`config.mk`:
```
export PLATFORM = sky130hd
export DESIGN_NAME = gate_sweep_ctrl
export DESIGN_NICKNAME = d
export VERILOG_FILES = /design/src/rtl/gate_sweep_ctrl.sv
export SDC_FILE = /design/constraint.sdc
export NUM_CORES = 1
export LEC_CHECK = 0
export ABC_AREA = 0
export CORE_MARGIN = 1
export CORE_UTILIZATION = 48
export DETAILED_ROUTE_END_ITERATION = 10
export PLACE_DENSITY_LB_ADDON = 0.15
export SLEW_MARGIN = 5
export SYNTH_ARGS = -nofsm -noshare
export SYNTH_HDL_FRONTEND = slang
export SYNTH_SLANG_ARGS = --single-unit
```
`constraint.sdc`:
```
create_clock -name clk -period 3.7 [get_ports clk]
set_clock_uncertainty 0.15 [all_clocks]
set_input_delay 0.74 -clock clk [delete_from_list [all_inputs] [get_ports clk]]
set_output_delay 0.74 -clock clk [all_outputs]
set_load 0.01 [all_outputs]
```
`src/rtl/gate_sweep_ctrl.sv`:
```
// Sweeps a 2-input gate through all four input vectors, holds each for a settle
// window, samples the gate output and compares it against a latched truth table.
module gate_sweep_ctrl #(
   parameter int SETTLE_CYCLES = 2,
   parameter int PASSES        = 1
) (
   input  logic       clk,
   input  logic       rst_n,
   input  logic       start,
   input  logic       abort,
   input  logic [3:0] exp_tt,
   output logic       gut_a,
   output logic       gut_b,
   input  logic       gut_f,
   output logic       busy,
   output logic       done,
   output logic       pass,
   output logic [3:0] err_mask,
   output logic [7:0] err_cnt
);

   typedef enum logic [1:0] {IDLE, SETTLE, SAMPLE, DONE} state_t;

   localparam logic [7:0] SETTLE_LAST = 8'(SETTLE_CYCLES - 1);
   localparam logic [5:0] PASS_LAST   = 6'(PASSES - 1);

   state_t     state_q, state_d;
   logic [1:0] idx_q, idx_d;
   logic [5:0] pcnt_q, pcnt_d;
   logic [7:0] settle_q, settle_d;
   logic [3:0] exp_q, exp_d;
   logic       gut_a_q, gut_a_d;
   logic       gut_b_q, gut_b_d;
   logic       pass_q, pass_d;
   logic [3:0] mask_q, mask_d;
   logic [7:0] cnt_q, cnt_d;
   logic [1:0] nxt_idx;

   function automatic logic [7:0] sat_inc(input logic [7:0] v);
      return (v == 8'hFF) ? v : v + 8'd1;
   endfunction

   always_ff @(posedge clk or negedge rst_n) begin
      if (!rst_n) begin
         state_q  <= IDLE;
         idx_q    <= 2'd0;
         pcnt_q   <= 6'd0;
         settle_q <= 8'd0;
         exp_q    <= 4'd0;
         gut_a_q  <= 1'b0;
         gut_b_q  <= 1'b0;
         pass_q   <= 1'b0;
         mask_q   <= 4'd0;
         cnt_q    <= 8'd0;
      end else begin
         state_q  <= state_d;
         idx_q    <= idx_d;
         pcnt_q   <= pcnt_d;
         settle_q <= settle_d;
         exp_q    <= exp_d;
         gut_a_q  <= gut_a_d;
         gut_b_q  <= gut_b_d;
         pass_q   <= pass_d;
         mask_q   <= mask_d;
         cnt_q    <= cnt_d;
      end
   end

   always_comb begin
      state_d  = state_q;
      idx_d    = idx_q;
      pcnt_d   = pcnt_q;
      settle_d = settle_q;
      exp_d    = exp_q;
      gut_a_d  = gut_a_q;
      gut_b_d  = gut_b_q;
      pass_d   = pass_q;
      mask_d   = mask_q;
      cnt_d    = cnt_q;
      nxt_idx  = idx_q + 2'd1;

      case (state_q)
         IDLE: begin
            if (start) begin
               exp_d    = exp_tt;
               mask_d   = 4'd0;
               cnt_d    = 8'd0;
               pass_d   = 1'b0;
               idx_d    = 2'd0;
               pcnt_d   = 6'd0;
               settle_d = 8'd0;
               gut_a_d  = 1'b0;
               gut_b_d  = 1'b0;
               state_d  = SETTLE;
            end
         end
         SETTLE: begin
            if (abort) begin
               state_d = IDLE;
               gut_a_d = 1'b0;
               gut_b_d = 1'b0;
               pass_d  = 1'b0;
            end else if (settle_q == SETTLE_LAST) begin
               state_d = SAMPLE;
            end else begin
               settle_d = settle_q + 8'd1;
            end
         end
         SAMPLE: begin
            // Abort on the closing edge discards this sample as well as the done.
            if (abort) begin
               state_d = IDLE;
               gut_a_d = 1'b0;
               gut_b_d = 1'b0;
               pass_d  = 1'b0;
            end else begin
               if (gut_f != exp_q[idx_q]) begin
                  mask_d[idx_q] = 1'b1;
                  cnt_d         = sat_inc(cnt_q);
               end
               if (idx_q == 2'd3 && pcnt_q == PASS_LAST) begin
                  state_d = DONE;
                  gut_a_d = 1'b0;
                  gut_b_d = 1'b0;
                  pass_d  = (cnt_d == 8'd0);
               end else begin
                  idx_d    = nxt_idx;
                  if (idx_q == 2'd3) pcnt_d = pcnt_q + 6'd1;
                  gut_a_d  = nxt_idx[1];
                  gut_b_d  = nxt_idx[0];
                  settle_d = 8'd0;
                  state_d  = SETTLE;
               end
            end
         end
         DONE: begin
            state_d = IDLE;
         end
         default: begin
            state_d = IDLE;
         end
      endcase
   end

   assign gut_a    = gut_a_q;
   assign gut_b    = gut_b_q;
   assign busy     = (state_q == SETTLE) || (state_q == SAMPLE);
   assign done     = (state_q == DONE);
   assign pass     = pass_q;
   assign err_mask = mask_q;
   assign err_cnt  = cnt_q;

endmodule

```
# Yosys cells after proc, flatten, opt, wreduce, memory -nomap -nowiden

Cells that the tools add are included.

Output and inout bits: 17
Input bits: 9
Word-level logic and storage cells: 97
Register bits after elaboration: 37

Reductions and logical operators: 17
$lt $le $gt $ge: 2
Bitwise operators: 1
Mux-type cells: 46
Equal/unequal tests: 17
Add/subtract/negate cells: 4

Operators with widths:

| kind                                          | count |
|---|---|
| 2-to-1 mux 8 bit                              | 10 |
| 2-to-1 mux 6 bit                              | 4 |
| one-hot mux 8 bit (3 select lines)            | 1 |
| adder 8 x 1 -> 8 bit, second input constant   | 2 |
| 2-to-1 mux 2 bit                              | 8 |
| inequality test 2 bit, second input constant  | 8 |
| one-hot mux 8 bit (2 select lines)            | 1 |
| 2-to-1 mux 4 bit                              | 3 |
| one-hot mux 6 bit (2 select lines)            | 1 |
| AND reduction 4 bit                           | 3 |
| 2-to-1 mux 1 bit                              | 10 |
| one-hot mux 1 bit (3 select lines)            | 3 |
| == test 8 x 1 -> 1 bit, second input constant | 1 |
| == test 8 bit, second input constant          | 1 |
| logical NOT 8 bit                             | 1 |
| one-hot mux 2 bit (4 select lines)            | 1 |
| one-hot mux 4 bit (2 select lines)            | 1 |
| adder 6 x 1 -> 6 bit, second input constant   | 1 |
| == test 2 bit, second input constant          | 3 |
| logical NOT 6 bit                             | 1 |
| inequality test 3 bit, second input constant  | 2 |
| AND reduction 3 bit                           | 2 |
| AND reduction 6 bit                           | 1 |
| AND reduction 5 bit                           | 1 |
| other kinds (15)                              | 17 |

# Longest topological paths before layout

Depth after elaboration: 10
Mapped depth: 8
Mapped depth without buffers: 7

# Least setup slack after synthesis

OpenSTA, ideal clock, no wires.

Kind: register to register
From: register idx_q[0]
To: register pass_q, in the netlist pass
Data arrival time: 1.901 ns
Stages on the path, launching flop included: 6
Clock period less this slack: 2.154 ns
Setup time: 0.103 ns
Buffers on the path: 0
Setup slack: 1.546 ns
Data required time: 3.447 ns
Path through: dfrtp_1 mux4_2 xor2_1 and4_1 o32ai_1 o41ai_2

Cells in the longest elaborated chain, start to end: 10
Elaborated cells between the ends (all ways): 14
Classes of those cells: eq/ne (3); mux (8); reduce/logical (3)

RTL lines:

| item                                   | line | text |
|---|---|---|
| start, declared                        | 28   | `logic [1:0] idx_q, idx_d;` |
| start signal, assigned                 | 57   | `idx_q <= idx_d;` |
| binary-select mux 1 bit (select 2 bit) | 117  | `if (gut_f != exp_q[idx_q]) begin` |
| 2-to-1 mux 1 bit (implied by the code) | 117  |  |
| inequality test 1 bit                  | 117  |  |
| 2-to-1 mux 8 bit                       | 117  |  |
| 2-to-1 mux 8 bit                       | 111  | `if (abort) begin` |
| 2-to-1 mux 8 bit                       | 82   | `case (state_q)` |
| logical NOT 8 bit                      | 125  | `pass_d = (cnt_d == 8'd0);` |
| 2-to-1 mux 1 bit                       | 121  | `if (idx_q == 2'd3 && pcnt_q == PASS_LAST) begin` |
| 2-to-1 mux 1 bit                       | 111  |  |
| one-hot mux 1 bit (3 select lines)     | 82   |  |
| end signal, assigned                   | 63   | `pass_q <= pass_d;` |
| end, declared                          | 34   | `logic pass_q, pass_d;` |

Several ways; a longest one is shown, not always the timed one. The select of a mux whose other input is x is not followed.
A chain may end at the register's enable or synchronous reset.

# Final worst setup path

From: register state_q[0]
To: register cnt_q[0], in the netlist err_cnt[0]

Cells in the longest elaborated chain, start to end: 3
Elaborated cells between the ends (all ways): 7
Classes of those cells: eq/ne (3); mux (1); reduce/logical (3)

RTL lines:

| item                                                                                | line | text |
|---|---|---|
| start, declared                                                                     | 27   | `state_t state_q, state_d;` |
| start signal, assigned                                                              | 56   | `state_q <= state_d;` |
| == test 2 bit / logical NOT 2 bit (equally long branches)                           | 82   |  |
| inequality test 2 bit (no source line) / nonzero test 2 bit (equally long branches) | n/a  |  |
| AND reduction 3 bit (no source line)                                                | n/a  |  |
| end signal, assigned                                                                | 65   | `cnt_q <= cnt_d;` |
| end, declared                                                                       | 36   | `logic [7:0] cnt_q, cnt_d;` |

Several ways; a longest one is shown, not always the timed one.

==> results by group <==
Power and ir drop
  • Combinational group share of total power: 0.473
  • Switching power: 0.0006236 W
  • Total power draw: 0.001516 W
  • Leakage power summed over all cells: 1.101 nW
  • Pwr per Cell Area: 583.7 nW/um^2
  • Proportion of power drawn by flip-flops and latches: 0.347
  • Clk pwr share: 0.179
  • Net switching fraction of the power: 0.4115
  • Internal power contribution: 0.0008919 W
  • Peak supply drop: 331.2 uV

Placement
  • DP Wirelength: 3296 um
  • Count of port buffers added during placement: 25
  • Post-placement cell area: 2514 um^2
  • Final estimated routing congestion in global placement: 0.8532

Worst setup path
  • Dominant delay contributor by cell family on the critical path: adder cells
  • Worst-path cell chain: inv_1 > ha_1 > nor2b_1 > o21ai_0 > buf_4 > inv_1 > o21ai_0 > mux2_2
  • Buffers plus inverters on the worst setup path: 3
  • Critical path required time: 3.72 ns
  • Category of the most critical setup path: register to register
  • Peak per-stage delay on the critical path: 0.51 ns
  • Nature of the critical path startpoint: register
  • Cell with the largest stage delay on the worst path: sky130_fd_sc_hd__ha_1
  • Sort of element at the end of the critical path: register
  • Worst endpoint data arrival time: 2.69 ns
  • Crit-path max FO: 17

Finish
  • Number of antenna repair diodes: 0
  • Design Area, Final: 2596 um^2
  • Count of fill cells added during filler insertion: 377
  • Area growth from synthesis to final layout: 17.03%
  • Share of post-route cells with drive strength above 1: 0.08527
  • Most frequent cells in the layout: sky130_fd_sc_hd__dfrtp_1, sky130_fd_sc_hd__clkdlybuf4s50_1, sky130_fd_sc_hd__nor2_1, sky130_fd_sc_hd__a21oi_1, sky130_fd_sc_hd__inv_1
  • Most common library cell in the layout ignoring fill and taps: sky130_fd_sc_hd__dfrtp_1
  • Nets: 279

Clock network
  • Clk pin slew, worst setup/hold paths: 0.07 ns
  • TritonCTS clock tree: built
  • Number of buffers on the longest clock path: 2
  • Post-cts resize count: 0
  • Clock sink count: 37
  • Number of H-tree branching levels: 2
  • Number of buffers created by CTS: 5
  • Total of hold buffers inserted after clock tree synthesis: 0
  • Post-CTS Setup Inserts: 0
  • Master cell of the clock root buffer: sky130_fd_sc_hd__clkbuf_8
  • Clock latency on the worst-skew pair: 0.28 ns

Timing
  • Final period util: 0.7220
  • Worst slew margin: 0.4389
  • Setup tns final: 0 ns
  • Slew of the pin with the lowest slew margin: 0.8417 ns
  • Achievable clock frequency: 374.3 MHz
  • Min Clock Period, post-route: 2.672 ns
  • RSZ-0062 raised after global routing: no
  • Hold violation count in the final report: 0
  • Finish-stage setup viols: 0
  • Final Max Tran Viols: 0

Logic synthesis
  • Flip-flop and latch count after synthesis: 37
  • Post-synthesis compound-gate area fraction: 0.1850
  • Arithmetic-cell share of the synthesized area counting full adders, half adders and majority gates: 0.07332
  • Count of warnings emitted by yosys: 0
  • Post-Synthesis Net Count: 251
  • Post-synth design cell area: 2218 um^2
  • Count of different cell masters after synthesis: 50
  • Simple logic cell fraction of the synthesized area: 0.2047
  • Avg Cell Area, Syn: 9.687 um^2
  • Leading cell types by total area after synthesis: sky130_fd_sc_hd__dfrtp_1, sky130_fd_sc_hd__ha_1, sky130_fd_sc_hd__a21oi_1
  • Share of synthesized flip-flops with an asynchronous set or reset: 1.000
  • Leading area contributor after synthesis: sky130_fd_sc_hd__dfrtp_1
  • Count of flip-flops with a built-in enable after synthesis: 0
  • Part of the Yosys area used for sequential elements: 0.4174
  • XOR/XNOR share of the synthesized area: 0.03610
  • Post-synthesis cell count: 229
  • Most common flop cell mapped by yosys: sky130_fd_sc_hd__dfrtp_1
  • Mux contribution to synthesized area: 0.04963
  • Share of Yosys cell area claimed by the top area cell type: 0.4174
  • Combinational family with the most area after synthesis: simple AND/OR/NAND/NOR gates

Floorplanning
  • Floorplan Core Area: 4384 um^2
  • Die Footprint: 4897 um^2
  • Chip width: 69.98 um
  • Die Span Y: 69.98 um
  • Rows: 24
  • Total I/O pin count: 26
  • Initial core utilization: 0.5060

Global routing
  • GRT met3 Usage: 0.04473
  • Wire length of the first global-routing pass: 7797 um
  • Grt met1 use: 0.2833
  • Maximum number of pins on one net before global-route repair: 38
  • Remaining global-route overflow: 0
  • GRT Util Overall: 0.1997
  • GR Layer Usage met2: 0.3024
  • Antenna violations before repair: 0
  • GRT Max-Usage Layer: met2
  • Via count of the first global-routing pass: 1648

Detailed routing
  • Routed wire per std cell: 14.75 um
  • Vias after detailed routing: 1852
  • Detailed-route vias per instance: 5.974
  • Final Routed Wirelength: 4574 um
  • Number of DRC violations after detailed-routing iteration 0: 157
  • First-pass DRT Iterations: 4
  • Number of routed nets with antenna violations: 0
  • Remaining routing DRC violations: 0

Run
  • Max-cap violations: 0

Outcome
  • Result of the run: complete, no violations

Worst hold path
  • Path type of the worst min-delay path: register to register
[worst register-to-register path: stages, from the launching register on]
cell and delay, ns:
sky130_fd_sc_hd__dfrtp_1 0.41, sky130_fd_sc_hd__inv_1 0.09, sky130_fd_sc_hd__ha_1 0.51, sky130_fd_sc_hd__nor2b_1 0.34
sky130_fd_sc_hd__o21ai_0 0.28, sky130_fd_sc_hd__buf_4 0.25, sky130_fd_sc_hd__inv_1 0.12, sky130_fd_sc_hd__o21ai_0 0.12
sky130_fd_sc_hd__mux2_2 0.28
[cells in the mapped netlist, types with 3 or more instances]
| cell type | number |
|---|---|
| sky130_fd_sc_hd__dfrtp_1 | 37 |
| sky130_fd_sc_hd__nor2_1 | 20 |
| sky130_fd_sc_hd__a21oi_1 | 17 |
| sky130_fd_sc_hd__inv_1 | 14 |
| sky130_fd_sc_hd__ha_1 | 13 |
| sky130_fd_sc_hd__nand3_1 | 11 |
| sky130_fd_sc_hd__o21ai_0 | 11 |
| sky130_fd_sc_hd__nand2_1 | 10 |
| sky130_fd_sc_hd__o31ai_1 | 7 |
| sky130_fd_sc_hd__nor2b_1 | 6 |
| sky130_fd_sc_hd__or4_1 | 6 |
| sky130_fd_sc_hd__mux2_2 | 5 |
| sky130_fd_sc_hd__nor3_1 | 5 |
| sky130_fd_sc_hd__nor4_1 | 5 |
| sky130_fd_sc_hd__xnor2_1 | 5 |
| sky130_fd_sc_hd__clkbuf_1 | 4 |
| sky130_fd_sc_hd__a211oi_1 | 3 |
| sky130_fd_sc_hd__a22o_1 | 3 |
| sky130_fd_sc_hd__and3_1 | 3 |
| sky130_fd_sc_hd__nand2b_1 | 3 |
| sky130_fd_sc_hd__nand4_1 | 3 |
| sky130_fd_sc_hd__or3_1 | 3 |
[per-stage QoR]
| step | utilization | instances | setup WS (ns) | hold WS [ns] |
|---|---|---|---|---|
| final | 0.5922 | 310 | 1.028 | 0.3508 |
| after global routing | 0.5922 | 310 | 0.8274 | 0.3696 |
| after CTS | 0.5922 | 310 | 1.055 | 0.3597 |
| after detailed placement | 0.5733 | 302 | 0.8719 | 0.3431 |
| after global placement | 0.5733 | 302 | 0.8907 | 0.3376 |
| after floorplan | - | 229 | 1.546 | 0.2944 |
[state kept, by name, indices dropped and copies added, names as in the netlist]
signal    flops
gut_b         1
exp_q         4
settle_q      8
err_cnt       8
err_mask      4
state_q       2
pass          1
gut_a         1
idx_q         2
pcnt_q        6
[cell type report]
type | instances | area (um^2) | share of cell area
Multi-Input combinational cell | 173 | 1217 | 0.4689
Sequential cell | 37 | 925.9 | 0.3566
Timing Repair Buffer | 26 | 252.7 | 0.09735
Clock buffer | 6 | 72.57 | 0.02795
Tap cell | 52 | 65.06 | 0.02506
Inverter | 14 | 52.55 | 0.02024
Clock inverter | 2 | 10.01 | 0.003855
[kinds of logic (layout without fill, tap and decap cells)]
family / Yosys count / count (layout)
and+or+nand+nor: 83 / 83
AOI/OAI and AO/OA: 61 / 61
DFF: 37 / 37
buffers and inverters: 19 / 48
adders and majority gates: 13 / 13
muxes: 9 / 9
xor gates and xnor gates: 7 / 7
[layer usage]
metal,part of all wire,up-vias
li1,-,908
met2,0.47,37
met4,0.0077,0
met3,0.033,4
met5,0,-
met1,0.49,903
[power groups by stage]
stage / Clock [W] / Sequential [W] / Combinational (W)
floorplan: 0 / 0.000527 / 0.000516
global placement: 0 / 0.000533 / 0.000717
detailed placement: 0 / 0.000534 / 0.000720
CTS: 0.000280 / 0.000527 / 0.000724
global route: 0.000299 / 0.000538 / 0.000798
finish: 0.000272 / 0.000526 / 0.000717
[final timing paths]
path / from / to / slack [ns] / cells past startpoint
max: state_q[0] / err_cnt[0] / 1.03 / 8
min: err_mask[3] / err_mask[3] / 0.35 / 2
max reg2reg: state_q[0] / err_cnt[0] / 1.03 / 8
min reg2reg: err_mask[3] / err_mask[3] / 0.35 / 2
max in group asynchronous: rst_n / pcnt_q[3] / 2.47 / 1
min in group asynchronous: rst_n / settle_q[6] / 0.40 / 1
Power figures use the tool's default switching activity.
